===== src/rtl/pattern_pkg.sv =====
// Shared types and default sizes for the pattern serializer and the
// sequence-detector benches that consume its stream.
package pattern_pkg;

  typedef enum logic [1:0] {
    IDLE  = 2'd0,
    SHIFT = 2'd1,
    DONE  = 2'd2
  } ser_state_t;

  localparam int PAT_WIDTH = 16;
  localparam int PAT_CNT_W = 5;

endpackage


===== src/rtl/pattern_serializer.sv =====
// Parallel-to-serial stimulus source: loads a pattern on start and drives it
// MSB first onto x, one bit per clock, with pause, busy and a done pulse.
module pattern_serializer
  import pattern_pkg::*;
#(
  parameter int WIDTH = PAT_WIDTH,
  parameter int CNT_W = PAT_CNT_W
) (
  input  logic             clk,
  input  logic             reset,
  input  logic             start,
  input  logic [WIDTH-1:0] din,
  input  logic [CNT_W-1:0] nbits,
  input  logic             pause,
  output logic             x,
  output logic             x_valid,
  output logic             busy,
  output logic             done
);

  localparam logic [CNT_W-1:0] CNT_ONE   = CNT_W'(1);
  localparam logic [CNT_W-1:0] CNT_WIDTH = CNT_W'(WIDTH);

  ser_state_t       state;
  logic [WIDTH-1:0] shreg;
  logic [WIDTH-1:0] shifted;
  logic [CNT_W-1:0] remaining;
  logic [CNT_W-1:0] eff_len;

  assign shifted = shreg << 1;

  // Zero or an over-long request both mean "send the whole pattern".
  assign eff_len = (nbits == '0 || nbits > CNT_WIDTH) ? CNT_WIDTH : nbits;

  // NOTE: every register, outputs included, sits in one non-blocking always_ff
  // with an async reset, so outputs drop the instant reset rises and no
  // combinational path from inputs reaches x.
  always_ff @(posedge clk or posedge reset) begin
    if (reset) begin
      state     <= IDLE;
      shreg     <= '0;
      remaining <= '0;
      x         <= 1'b0;
      x_valid   <= 1'b0;
      busy      <= 1'b0;
      done      <= 1'b0;
    end else begin
      case (state)
        IDLE: begin
          done <= 1'b0;
          if (start) begin
            shreg     <= din;
            remaining <= eff_len;
            x         <= din[WIDTH-1];
            x_valid   <= 1'b1;
            busy      <= 1'b1;
            state     <= SHIFT;
          end else begin
            x       <= 1'b0;
            x_valid <= 1'b0;
            busy    <= 1'b0;
          end
        end

        SHIFT: begin
          if (!pause) begin
            shreg     <= shifted;
            remaining <= remaining - CNT_ONE;
            if (remaining == CNT_ONE) begin
              x       <= 1'b0;
              x_valid <= 1'b0;
              done    <= 1'b1;
              state   <= DONE;
            end else begin
              x <= shifted[WIDTH-1];
            end
          end
        end

        DONE: begin
          done  <= 1'b0;
          busy  <= 1'b0;
          state <= IDLE;
        end

        default: begin
          x       <= 1'b0;
          x_valid <= 1'b0;
          busy    <= 1'b0;
          done    <= 1'b0;
          state   <= IDLE;
        end
      endcase
    end
  end

endmodule

===== config.mk =====
export PLATFORM = sky130hd
export DESIGN_NAME = pattern_serializer
export DESIGN_NICKNAME = d
export VERILOG_FILES = /design/src/rtl/pattern_pkg.sv /design/src/rtl/pattern_serializer.sv
export SDC_FILE = /design/constraint.sdc
export NUM_CORES = 1
export LEC_CHECK = 0
export ABC_AREA = 1
export ABC_CLOCK_PERIOD_IN_PS = 1260
export CAP_MARGIN = 20
export CORE_MARGIN = 2
export CORE_UTILIZATION = 51
export DETAILED_ROUTE_END_ITERATION = 10
export GPL_TIMING_DRIVEN = 1
export PLACE_DENSITY = 0.77
export SETUP_SLACK_MARGIN = 0.02
export SLEW_MARGIN = 20
export SYNTH_ARGS = -nofsm -noshare
export SYNTH_HDL_FRONTEND = slang
export SYNTH_SLANG_ARGS = --single-unit

===== constraint.sdc =====
create_clock -name clk -period 1.26 [get_ports clk]
set_input_delay 0.315 -clock clk [delete_from_list [all_inputs] [get_ports clk]]
set_output_delay 0.315 -clock clk [all_outputs]
set_load 0.01 [all_outputs]

# After elaboration in Yosys (flattened, before gate mapping)
# Index checks and enable logic that the tools add are counted.
# totals
word_cells	48
register_bits	26
# classes
magnitude_cmp	1
n_reduce_logical	9
n_bitwise	1
mux	23
addsub	1
n_eq_ne	6
# op_table
operator	count
$mux W15	2
$pmux W15 S2	1
$mux W5	3
$pmux W5 S2	1
$mux W1	9
$reduce_and A3 Y1	3
$mux W2	3
$ne A2 B2 Y1 const B	3
$pmux W1 S3	2
$eq A5 B1 Y1 const B	1
$gt A5 B5 Y1 const B	1
$logic_not A5 Y1	1
$sub A5 B1 Y5 const B	1
$pmux W2 S2	1
$reduce_and A2 Y1	2
$eq A2 B1 Y1 const B	1
$eq A2 B2 Y1 const B	1
$logic_not A2 Y1	1
$pmux W1 S2	1
$reduce_bool A2 Y1	1
$logic_or A1 B1 Y1	1
$not A1 Y1	1

# Longest topological paths before layout
# depth
word_depth	5
mapped_depth	7

# Least setup slack after synthesis
# Ideal clock, no wire load.
# synth_path
kind	reg2reg
startpoint	reg state[0]
endpoint	reg shreg[14]
n_path_buf	1
period_less_slack_ps	1151
path_stages_with_launch	6
path_slack_ps	109
arrival_ps	1030
path_cell_list	dfrtp_1 > o21ai_2 > nor2_8 > buf_12 > o211ai_4 > nand2_2
# synth_via
elab_chain_len	3
# synth_lines
element	line_no	rtl
start, declared	pattern_serializer.sv:24	ser_state_t state;
start signal, assigned	pattern_serializer.sv:40	state <= IDLE;
start signal, assigned	pattern_serializer.sv:57	state <= SHIFT;
start signal, assigned	pattern_serializer.sv:73	state <= DONE;
$eq A2 B1 Y1 / $logic_not A2 Y1 (equally long branches)	pattern_serializer.sv:48	case (state)
$ne A2 B2 Y1 (no source line) / $reduce_bool A2 Y1 (equally long branches)	-	
$reduce_and A3 Y1 (no source line)	-	
end signal, assigned	pattern_serializer.sv:52	shreg <= din;
end signal, assigned	pattern_serializer.sv:67	shreg <= shifted;
end, declared	pattern_serializer.sv:25	logic [WIDTH-1:0] shreg;
# Parallel ways exist; a longest one is shown, timed or not.
# A chain may end at the register's enable or synchronous reset.

# Final worst setup path
# layout_path
startpoint	reg state[1]
endpoint	reg remaining[2]
# layout_via
elab_chain_len	3
# layout_lines
element	line_no	rtl
$eq A2 B1 Y1 / $logic_not A2 Y1 (equally long branches)	pattern_serializer.sv:48	
$ne A2 B2 Y1 (no source line) / $reduce_bool A2 Y1 (equally long branches)	-	
$reduce_and A3 Y1 (no source line)	-	
end signal, assigned	pattern_serializer.sv:53	remaining <= eff_len;
end signal, assigned	pattern_serializer.sv:68	remaining <= remaining - CNT_ONE;
end, declared	pattern_serializer.sv:27	logic [CNT_W-1:0] remaining;
# Parallel ways exist; a longest one is shown, timed or not.

==> qor.yml <==
worstReg2RegStart: "state[1]"
p_leak_nw: 1.05
drt_iter0_drc: 71
run_status: "complete, but fails checks"
row_count: 19
dpl.hpwl_mm: 2.19
via_count_of_the_first_global_routing_pass: 1301
number_of_enable_type_register_cells_in_the_synthesized_netlist: 0
synth_cell_type_count: 24
hold_path_class: "primary input to asynchronous set/reset pin"
timing_max_transition_violations_final: 0
detail_route.vias_per_cell: 5.26
nets_final: 258
fin_worst_skew_ns: 0.00478
initial_utilization: 0.544
postRouteAntennaNets: 0
wirelength_routed_mm: 3.75
violations: "DRC, setup timing"
synthToLayoutAreaGrowth_pct: 42.8
post_synth_most_frequent_cells: "56 x nand2_1, 27 x inv_1, 26 x dfrtp_1, 18 x o21ai_2, 17 x o21ai_0"
layout-drive-gt1-share: 0.384
coreArea_mm2: 0.00281
cell_types_with_the_largest_area_share_after_synthesis: "dfrtp_1 43%, nand2_1 14%, o21ai_2 10%"
cts_tree: "built"
final_period_util: 1.04
worst-path-max-fanout: 6
height_of_the_die_um: 58.7
ctsHoldBuffers: 0
worstSetupPathType: "flop to flop"
synth_area_leader_cell: "dfrtp_1"
number_of_sinks_on_the_clock_net: 26
track_usage: 0.191
start_kind: "flop"
synth_sequential_area_ratio: 0.427
route.detailed.drc: 2
cts.htree.levels: 1
cts-buffers-inserted: 3
fin_setup_tns_ns: -0.0476
clock_insertion_delay_worst_skew_ns: 0.33
pin_count: 29
number_of_endpoints_failing_setup_at_the_final_stage: 2
synth_area_mm2: 0.00153
postLayoutCoreUtil: 0.777
ir_drop_mv: 1.75
gr-total-overflow: 0
grt_setup_unrepaired: "yes"
place_congestion: 0.862
num_antenna_cells: 0
synth-seq-cells: 26
pnr_worst_setup_slack_ns: -0.0476
timing_hold_violations_final: 0
grt_max_degree: 34
drtPass1Iterations: 7
critPathArrivalTime_ns: 1.55
number_of_fill_cells: 198
fin_crit_ns: 1.31
die_w_um: 58.7
tightest_slew_ns: 0.242
synthesized_instance_count: 187
design.die.area_mm2: 0.00344
crit_path_end_kind: "flop"
grt_first_pass_wirelength_mm: 5.25
yosys_most_used_dff: "dfrtp_1"
wl_per_cell_um: 14.4
synth_most_common_cell: "nand2_1"
cp-startpoint: "state[1]"
relSlewSlack: 0.839
synth_fp_nets: 215
ctsRootBufferMaster: "clkbuf_4"
yosysWarnings: 0
num_vias: 1368
synthesized_area_per_cell_um2: 8.16
initial_antenna_violation_count: 0
asyncSetResetFlopFracSynth: 1.00
cts_buffer_depth: 2
port-buffer-count: 28
critical_path_required_ns: 1.50
area_share_of_the_largest_cell_type_after_synthesis: 0.427
maximum_clock_frequency_ghz: 0.765
drv_cap: 0
pwr_density_cell_mw_per_mm2: 2750
clk_pin_slew_ns: 0.14
sequential cells by signal (all words and copies together) (netlist names):
register / flops
remaining: 5
done: 1
shreg: 15
x: 1
busy: 1
state: 2
x_valid: 1
cells by family after synthesis:
family                   synth area share
AO/OA/AOI/OAI                       0.185
adder cells (fa/ha/maj)            0.0246
buffers and inverters               0.120
flip-flops                          0.427
AND/OR/NAND/NOR                     0.244
metrics by stage:
| step | hold slack [ns] | area [µm²] | std cells | setup WS [ns] | total power, mW |
|---|---|---|---|---|---|
| floorplan | 0.355 | 1530 | 187 | 0.109 | 3.68 |
| global placement | 0.459 | 1900 | 250 | -0.351 | 4.33 |
| detailed placement | 0.475 | 1900 | 250 | -0.413 | 4.47 |
| CTS | 0.295 | 1950 | 254 | 0.00966 | 5.01 |
| global route | 0.283 | 2180 | 260 | -0.0939 | 6.44 |
| finish | 0.286 | 2180 | 260 | -0.0476 | 5.98 |
power breakdown:
part           leakage (nW)  internal [mW]  switching, mW
registers             0.325           1.22          0.224
clock network        0.0279          0.322          0.258
logic                 0.698           1.74           2.21
total                  1.05           3.29           2.69
worst paths after layout:
check / end / depth (start not counted) / slack (ns)
hold / removal: x / 3 / 0.29
min in group clk: remaining[2] / 5 / 0.41
setup reg to reg: remaining[2] / 6 / -0.05
max in group asynchronous: state[0] / 3 / 0.82
setup / recovery: remaining[2] / 6 / -0.05
hold reg to reg: x_valid / 2 / 0.50
what timing repair did:
item / CTS / global route
cloned: 0 / 2
endpoints found under the setup margin: 13 / 23
setup buffers: 0 / 4
pin swaps: 3 / 11
gates resized for setup: 23 / 48
worst max-delay path, stage by stage (launching register included):
cell and delay [ns]:
dfrtp_1 0.42, buf_4 0.15, nor2_4 0.19, buf_6 0.16
nand3_1 0.12, nand3_2 0.11, o21ai_2 0.05
final cells by class:
type | instances | area, µm² | share of cell area
inverter | 29 | 109 | 0.0500
clock inverter | 1 | 30.0 | 0.0138
multi-input combinational | 125 | 836 | 0.384
sequential | 26 | 653 | 0.300
clock buffer | 3 | 22.5 | 0.0103
timing repair buffer | 45 | 489 | 0.225
tap | 31 | 38.8 | 0.0178
routing by layer:
metal,part of all wire,vias to the layer above,track usage
li1,-,677,-
met1,0.41,652,0.249
met2,0.52,28,0.345
met3,0.043,11,0.0242
met4,0.019,0,0.0357
met5,0,-,0
cells in the final DEF (no fill, tap or decap), types with 3 or more instances in the layout:
cell type        count
dfrtp_1             24
o21ai_1              4
inv_2                5
nor2_4               3
buf_4                7
inv_1               24
buf_2                4
nand3_1              7
nand3_2              6
nor2_2               3
nand2_1             44
buf_12               4
clkbuf_4             3
nor2_1               3
clkdlybuf4s50_1     22
o21ai_0             10
buf_6                4
nand2_2             10
nand2_4              5
o21ai_2             22
(Power assumes the default switching activity.)
